**config.mk**
```make
export PLATFORM = sky130hd
export DESIGN_NAME = dvs_aer_transmitter_flat
export DESIGN_NICKNAME = d
export VERILOG_FILES = /design/src/rtl/dvs_aer_transmitter_if.sv /design/src/rtl/dvs_aer_transmitter.sv /design/src/flat_wrapper.sv
export SDC_FILE = /design/constraint.sdc
export NUM_CORES = 1
export LEC_CHECK = 0
export ABC_AREA = 0
export CAP_MARGIN = 20
export CORE_MARGIN = 2
export CORE_UTILIZATION = 45
export DETAILED_ROUTE_END_ITERATION = 12
export GPL_TIMING_DRIVEN = 0
export PLACE_DENSITY = 0.82
export SYNTH_ARGS = -nofsm -noshare
export SYNTH_HDL_FRONTEND = slang
export SYNTH_SLANG_ARGS = --single-unit
```
**constraint.sdc**
```tcl
create_clock -name clk -period 3.2 [get_ports clk]
set_input_delay 0.32 -clock clk [delete_from_list [all_inputs] [get_ports clk]]
set_output_delay 0.32 -clock clk [all_outputs]
set_load 0.02 [all_outputs]
```
**src/rtl/dvs_aer_transmitter_if.sv**
```systemverilog
// Word-serial AER bus between a DVS transmitter (master) and receiver (slave).
// The master drives the address word, its X/Y select and req; the slave answers with ack.
interface dvs_aer_transmitter_if;
   logic [9:0] aer;
   logic       xsel;
   logic       req;
   logic       ack;

   modport master (output aer, output xsel, output req, input ack);
   modport slave  (input aer, input xsel, input req, output ack);
endinterface

```
**src/rtl/dvs_aer_transmitter.sv**
```systemverilog
// DVS word-serial AER transmitter: parallel events in, Y/X address words out over a four-phase req/ack handshake.
// Optional handshake watchdog: define DVS_AER_TX_TIMEOUT_EN.
module dvs_aer_transmitter #(
   parameter int DVS_X_ADDR_BITS = 7,
   parameter int DVS_Y_ADDR_BITS = 7,
   parameter int SETUP_CYCLES    = 3,
   parameter int TIMEOUT_CYCLES  = 1024
) (
   input  logic                       clk,
   input  logic                       rst_n,
   // Event side: an event transfers on a rising clk edge where event_valid && event_ready;
   // event_ready is high exactly while the FSM is IDLE and does not depend on event_valid.
   input  logic                       event_valid,
   input  logic [DVS_X_ADDR_BITS-1:0] event_x,
   input  logic [DVS_Y_ADDR_BITS-1:0] event_y,
   input  logic                       event_polarity,
   output logic                       event_ready,
   output logic                       busy,
   output logic [15:0]                tx_event_count,
   output logic                       tx_error,
   output logic [1:0]                 dbg_state,
   dvs_aer_transmitter_if.master      aer_if
);

   if (SETUP_CYCLES < 1) begin : g_bad_setup
      $error("SETUP_CYCLES must be at least 1");
   end
   if (TIMEOUT_CYCLES < 1) begin : g_bad_timeout
      $error("TIMEOUT_CYCLES must be at least 1");
   end
   if (DVS_X_ADDR_BITS > 9 || DVS_Y_ADDR_BITS > 10) begin : g_bad_width
      $error("address widths do not fit the 10-bit AER word");
   end

   typedef enum logic [1:0] {IDLE, SETUP, REQ_HIGH, REQ_LOW} state_t;

   localparam int SW = $clog2(SETUP_CYCLES + 1);
   localparam logic [SW-1:0] SETUP_LAST = SW'(SETUP_CYCLES);

   state_t state, state_n;

   logic                       ack_s1, ack_synced;
   logic [DVS_X_ADDR_BITS-1:0] x_r;
   logic [DVS_Y_ADDR_BITS-1:0] y_r, last_y;
   logic                       pol_r, last_y_valid, phase_x;
   logic [SW-1:0]              setup_cnt;
   logic [9:0]                 aer_q;
   logic                       xsel_q, req_q, tx_error_q;
   logic [15:0]                count_q;

   logic accept, start_x, req_set, req_clr, word_done, timeout, to_hit, same_row;

   function automatic logic [9:0] x_word(input logic [DVS_X_ADDR_BITS-1:0] x, input logic p);
      logic [9:0] w;
      w                    = '0;
      w[DVS_X_ADDR_BITS:1] = x;
      w[0]                 = p;
      return w;
   endfunction

   function automatic logic [9:0] y_word(input logic [DVS_Y_ADDR_BITS-1:0] y);
      logic [9:0] w;
      w                      = '0;
      w[DVS_Y_ADDR_BITS-1:0] = y;
      return w;
   endfunction

   // ack arrives from another clock domain
   always_ff @(posedge clk or negedge rst_n) begin
      if (!rst_n) begin
         ack_s1     <= 1'b0;
         ack_synced <= 1'b0;
      end else begin
         ack_s1     <= aer_if.ack;
         ack_synced <= ack_s1;
      end
   end

   always_ff @(posedge clk or negedge rst_n) begin
      if (!rst_n) state <= IDLE;
      else        state <= state_n;
   end

   assign same_row = last_y_valid && (event_y == last_y);

   always_comb begin
      state_n   = state;
      accept    = 1'b0;
      start_x   = 1'b0;
      req_set   = 1'b0;
      req_clr   = 1'b0;
      word_done = 1'b0;
      timeout   = 1'b0;
      case (state)
         IDLE: begin
            if (event_valid) begin
               accept  = 1'b1;
               state_n = SETUP;
            end
         end
         SETUP: begin
            // req may only rise once the previous ack has been seen low
            if (setup_cnt == SETUP_LAST && !ack_synced) begin
               req_set = 1'b1;
               state_n = REQ_HIGH;
            end
         end
         REQ_HIGH: begin
            if (ack_synced) begin
               req_clr = 1'b1;
               state_n = REQ_LOW;
            end
         end
         REQ_LOW: begin
            if (!ack_synced) begin
               if (!phase_x) begin
                  start_x = 1'b1;
                  state_n = SETUP;
               end else begin
                  word_done = 1'b1;
                  state_n   = IDLE;
               end
            end
         end
         default: state_n = IDLE;
      endcase
      if (to_hit) begin
         timeout   = 1'b1;
         start_x   = 1'b0;
         word_done = 1'b0;
         req_clr   = 1'b1;
         state_n   = IDLE;
      end
   end

`ifdef DVS_AER_TX_TIMEOUT_EN
   localparam int TW = $clog2(TIMEOUT_CYCLES + 1);
   logic [TW-1:0] to_cnt;

   always_ff @(posedge clk or negedge rst_n) begin
      if (!rst_n)                                    to_cnt <= '0;
      else if (state_n != state)                     to_cnt <= '0;
      else if (state == REQ_HIGH || state == REQ_LOW) to_cnt <= to_cnt + TW'(1);
   end

   assign to_hit = (state == REQ_HIGH || state == REQ_LOW) && (to_cnt == TW'(TIMEOUT_CYCLES - 1));
`else
   assign to_hit = 1'b0;
`endif

   always_ff @(posedge clk or negedge rst_n) begin
      if (!rst_n) begin
         x_r          <= '0;
         y_r          <= '0;
         pol_r        <= 1'b0;
         last_y       <= '0;
         last_y_valid <= 1'b0;
         phase_x      <= 1'b0;
         setup_cnt    <= '0;
         aer_q        <= '0;
         xsel_q       <= 1'b0;
         req_q        <= 1'b0;
         tx_error_q   <= 1'b0;
         count_q      <= '0;
      end else begin
         tx_error_q <= timeout;
         if (accept) begin
            x_r   <= event_x;
            y_r   <= event_y;
            pol_r <= event_polarity;
            // a Y word is only needed when the row differs from the last one sent
            if (same_row) begin
               aer_q   <= x_word(event_x, event_polarity);
               xsel_q  <= 1'b1;
               phase_x <= 1'b1;
            end else begin
               aer_q   <= y_word(event_y);
               xsel_q  <= 1'b0;
               phase_x <= 1'b0;
            end
         end
         if (start_x) begin
            aer_q        <= x_word(x_r, pol_r);
            xsel_q       <= 1'b1;
            phase_x      <= 1'b1;
            last_y       <= y_r;
            last_y_valid <= 1'b1;
         end
         if (accept || start_x)                            setup_cnt <= '0;
         else if (state == SETUP && setup_cnt != SETUP_LAST) setup_cnt <= setup_cnt + SW'(1);
         if (req_set) req_q <= 1'b1;
         if (req_clr) req_q <= 1'b0;
         if (word_done) count_q <= count_q + 16'd1;
         if (timeout) begin
            aer_q        <= '0;
            xsel_q       <= 1'b0;
            last_y_valid <= 1'b0;
         end
      end
   end

   assign event_ready    = (state == IDLE);
   assign busy           = (state != IDLE);
   assign dbg_state      = state;
   assign tx_event_count = count_q;
   assign tx_error       = tx_error_q;
   assign aer_if.aer     = aer_q;
   assign aer_if.xsel    = xsel_q;
   assign aer_if.req     = req_q;

endmodule

```
**src/flat_wrapper.sv**
```systemverilog
// flat-port wrapper written by rule: the top's interface ports become plain ports
module dvs_aer_transmitter_flat 
#(
   parameter int DVS_X_ADDR_BITS = 7,
   parameter int DVS_Y_ADDR_BITS = 7,
   parameter int SETUP_CYCLES    = 3,
   parameter int TIMEOUT_CYCLES  = 1024
)
  (clk, rst_n, event_valid, event_x, event_y, event_polarity, event_ready, busy, tx_event_count, tx_error, dbg_state, aer_if_aer, aer_if_xsel, aer_if_req, aer_if_ack);
  dvs_aer_transmitter_if aer_if_i ();
  input  logic clk;
  input  logic rst_n;
  input  logic event_valid;
  input  logic [DVS_X_ADDR_BITS-1:0] event_x;
  input  logic [DVS_Y_ADDR_BITS-1:0] event_y;
  input  logic event_polarity;
  output logic event_ready;
  output logic busy;
  output logic [15:0] tx_event_count;
  output logic tx_error;
  output logic [1:0] dbg_state;
  output wire logic [$bits(aer_if_i.aer)-1:0] aer_if_aer;
  output wire logic [$bits(aer_if_i.xsel)-1:0] aer_if_xsel;
  output wire logic [$bits(aer_if_i.req)-1:0] aer_if_req;
  input wire logic [$bits(aer_if_i.ack)-1:0] aer_if_ack;
  assign aer_if_aer = aer_if_i.aer;
  assign aer_if_xsel = aer_if_i.xsel;
  assign aer_if_req = aer_if_i.req;
  assign aer_if_i.ack = aer_if_ack;
  dvs_aer_transmitter #(.DVS_X_ADDR_BITS(DVS_X_ADDR_BITS), .DVS_Y_ADDR_BITS(DVS_Y_ADDR_BITS), .SETUP_CYCLES(SETUP_CYCLES), .TIMEOUT_CYCLES(TIMEOUT_CYCLES)) u_core (.clk(clk), .rst_n(rst_n), .event_valid(event_valid), .event_x(event_x), .event_y(event_y), .event_polarity(event_polarity), .event_ready(event_ready), .busy(busy), .tx_event_count(tx_event_count), .tx_error(tx_error), .dbg_state(dbg_state), .aer_if(aer_if_i));
endmodule
```
==> results by group <==
Place
  • Buffers added on ports: 48
  • HPWL reported at the end of detailed placement: 3830 um
  • Last weighted congestion value of the routability-driven placer: 0.7745
  • DP Worst Slack: 1.115 ns
  • Dpl cells: 355

GRT
  • Congestion Overflow GR: 0
  • Global-route wire length before repair: 8859 um
  • Overall routing resource usage: 0.1810
  • Maximum number of pins on one net before global-route repair: 30
  • Vias in the first global route: 1875
  • Initial antenna violation count: 0

Clocking
  • CTS root buf: sky130_fd_sc_hd__clkbuf_8
  • Number of buffers added to fix hold violations after cts: 0
  • CTS tree: done
  • Total CTS buffers: 5
  • Gates resized, CTS repair: 0
  • Clock H-tree levels: 2
  • Clock insertion delay at the later pin of the skew report: 0.31 ns
  • Number of sinks handled by clock tree synthesis: 55
  • Clock slew seen by the registers of the worst setup and hold paths: 0.09 ns
  • Clock tree buffer depth: 2
  • Post-CTS Setup Repair Bufs: 0

Worst setup path
  • Kind of end point of the critical path: output pin
  • Slowest library cell on the worst path: sky130_fd_sc_hd__clkdlybuf4s50_1
  • Classification of the worst setup path: flip-flop to output pin
  • Required time reported for the critical path endpoint: 2.88 ns
  • Depth of the worst register-to-register path: 6
  • Cell-by-cell trace of the critical path: inv_1, ha_1, clkdlybuf4s50_1
  • Worst flop-to-flop path startpoint: u_core.dbg_state[0]
  • Critical Path Start Type: flip-flop
  • Worst stage delay on the critical path: 0.64 ns
  • Capturing point of the worst reg2reg path: u_core.aer_if.aer[5]
  • Max FO, Critical Path: 6
  • Worst EP arrival: 1.83 ns
  • Setup slack of the most critical reg-to-reg path: 1.10 ns

Logic synthesis
  • Async set-reset flop share out of synthesis: 1.000
  • Average cell area after synthesis: 11.12 um^2
  • Area of the mapped netlist: 2580 um^2
  • Area share of and/or/nand/nor cells after synthesis: 0.1644
  • Mux share of post-synthesis cell area: 0.07371
  • Synth Area in XOR/XNOR: 0.07808
  • Synth unique cells: 40
  • Largest family of logic cells by synthesized area: simple AND/OR/NAND/NOR gates
  • Flip-flop cell with the highest count after synthesis: sky130_fd_sc_hd__dfrtp_1
  • Number of synthesized register bits: 55
  • Synth Area in Adders: 0.03395
  • Register area share after synthesis: 0.5335
  • Compound-Gate Fraction of Synth Area: 0.07953
  • Share of the synthesized area in the top cell type: 0.5335
  • Count of flip-flops with a built-in enable after synthesis: 0
  • Synthesized netlist cell count: 232
  • Cell types with the largest area share after synthesis: sky130_fd_sc_hd__dfrtp_1 53%, sky130_fd_sc_hd__mux2_2 7.0%, sky130_fd_sc_hd__nand2_1 5.2%
  • Yosys warning total: 0
  • Largest area contributor in the synthesized netlist: sky130_fd_sc_hd__dfrtp_1

Drt
  • DRT iter0 DRCs: 97
  • Remaining routing DRC violations: 0
  • ANT nets after route: 0
  • Pre-antenna DRT Iters: 4
  • Average wire per cell in the routed design: 14.14 um
  • Vias/cell: 5.251
  • Via count of the routed design: 1901
  • Wire length reported by the detailed router: 5118 um

Timing
  • Sum of negative setup slack: 0 ns
  • Fin Hold WS: 0.01739 ns
  • Max_slew headroom: 0.4920
  • Final count of negative-setup-slack endpoints: 0
  • Pins over their slew limit: 0
  • Setup repair after global routing missed its margin: no
  • Maximum clock skew at final layout: 0.01214 ns
  • Final period util: 0.6728
  • Setup slack after layout: 1.047 ns
  • Total count of hold-check failures in the final report: 0
  • Final min period: 2.153 ns
  • Least-Margin Pin Slew: 0.7587 ns
  • Max Clock Freq: 0.4645 GHz

Floorplan
  • Site Rows: 27
  • Full die area: 6355 um^2
  • Core box area: 5507 um^2
  • Die width: 79.72 um
  • Initial core utilization: 0.4685
  • Count of pins on the block boundary: 52
  • Overall die height: 79.72 um

Hold path
  • Classification of the worst-slack hold path: input pin to asynchronous set/reset pin

Finish
  • Non-filler instance count after layout: 362
  • # diodes: 0
  • Most common cell after layout, fill and taps aside: sky130_fd_sc_hd__dfrtp_1
  • P&R area growth vs syn: 26.96%
  • Total Nets Final: 316
  • Commonest cells after routing, fill and taps aside: 55 x sky130_fd_sc_hd__dfrtp_1, 47 x sky130_fd_sc_hd__clkdlybuf4s50_1, 36 x sky130_fd_sc_hd__nand2_1, 16 x sky130_fd_sc_hd__mux2_2, 15 x sky130_fd_sc_hd__o211ai_1
  • Layout cell share with drive strength beyond 1: 0.1276
  • Post-route core utilization: 0.5949

Power
  • Static Leakage: 1.462 nW
  • Pwr/cell area: 816.6 nW/um^2
  • Maximum resistive drop on vdd: 0.2652 mV

Status
  • Run status: complete, no violations

Job
  • Maximum capacitance violations: 0
## state kept, by name, indices dropped and copies added (netlist names), 2 cells and up
register	count
u_core.tx_event_count	16
u_core.aer_if.aer	8
u_core.last_y	7
u_core.x_r	7
u_core.y_r	7
u_core.dbg_state	2
u_core.setup_cnt	2
## per-layer routing
| layer | part of all wire | track usage |
|---|---|---|
| met1 | 0.44 | 0.2284 |
| met2 | 0.49 | 0.3017 |
| met3 | 0.052 | 0.04751 |
| met4 | 0.012 | 0.06034 |
| met5 | 0 | 0 |
## worst max path at each step
stage / startpoint / to / slack (ns) / cells after the start
after floorplan: u_core.dbg_state[0] / u_core.pol_r / 1.25 / 5
after global placement: rst_n / u_core.y_r[2] / 0.17 / 1
after detailed placement: event_y[0] / u_core.aer_if.aer[2] / 1.12 / 6
after CTS: u_core.dbg_state[0] / event_ready / 1.06 / 3
after global routing: u_core.dbg_state[0] / u_core.y_r[6] / 0.94 / 5
final: u_core.dbg_state[0] / event_ready / 1.05 / 3
## power by group
part | total, mW | internal, mW | switching (mW)
combinational | 1.10 | 0.561 | 0.539
clock | 0.445 | 0.230 | 0.215
sequential | 1.13 | 0.946 | 0.184
total | 2.67 | 1.74 | 0.938
## cells by family (layout without fill, tap and decap cells)
family,Yosys count,after routing
multiplexers,17,17
AO/OA/AOI/OAI,31,31
XOR/XNOR,23,23
other,1,3
buffers and inverters,18,74
flip-flops,55,55
adder cells (fa/ha/maj),7,7
AND/OR/NAND/NOR,80,80
## cell type report
cell class                 instances  area [um^2]
clock buffer                       6        72.57
tap                               72        90.09
sequential                        55         1376
multi-input combinational        161         1120
fill                             470         2231
buffer                            10        61.31
inverter                           8        30.03
clock inverter                     1        30.03
timing repair buffer              49        495.5
## through the flow
stage                     total power, mW  cell area, um^2
after global routing                2.868             3276
final                               2.675             3276
after floorplan                     1.834             2587
after CTS                           2.694             3276
after global placement              2.197             3158
after detailed placement            2.252             3173
## synthesized netlist by cell type, drive strengths merged (8+ instances only)
cell	n
a21oi	10
buf	9
dfrtp	55
inv	8
mux2	16
nand2	36
o211ai	15
xnor2	12
xor2	11
## worst max-delay path: cells and delay by family (launching register included)
kind | cells | cell delay, ns
adder cells (fa/ha/maj) | 1 | 0.28
buffers and inverters | 2 | 0.79
flip-flops | 1 | 0.45
Power figures use the tool's default switching activity.
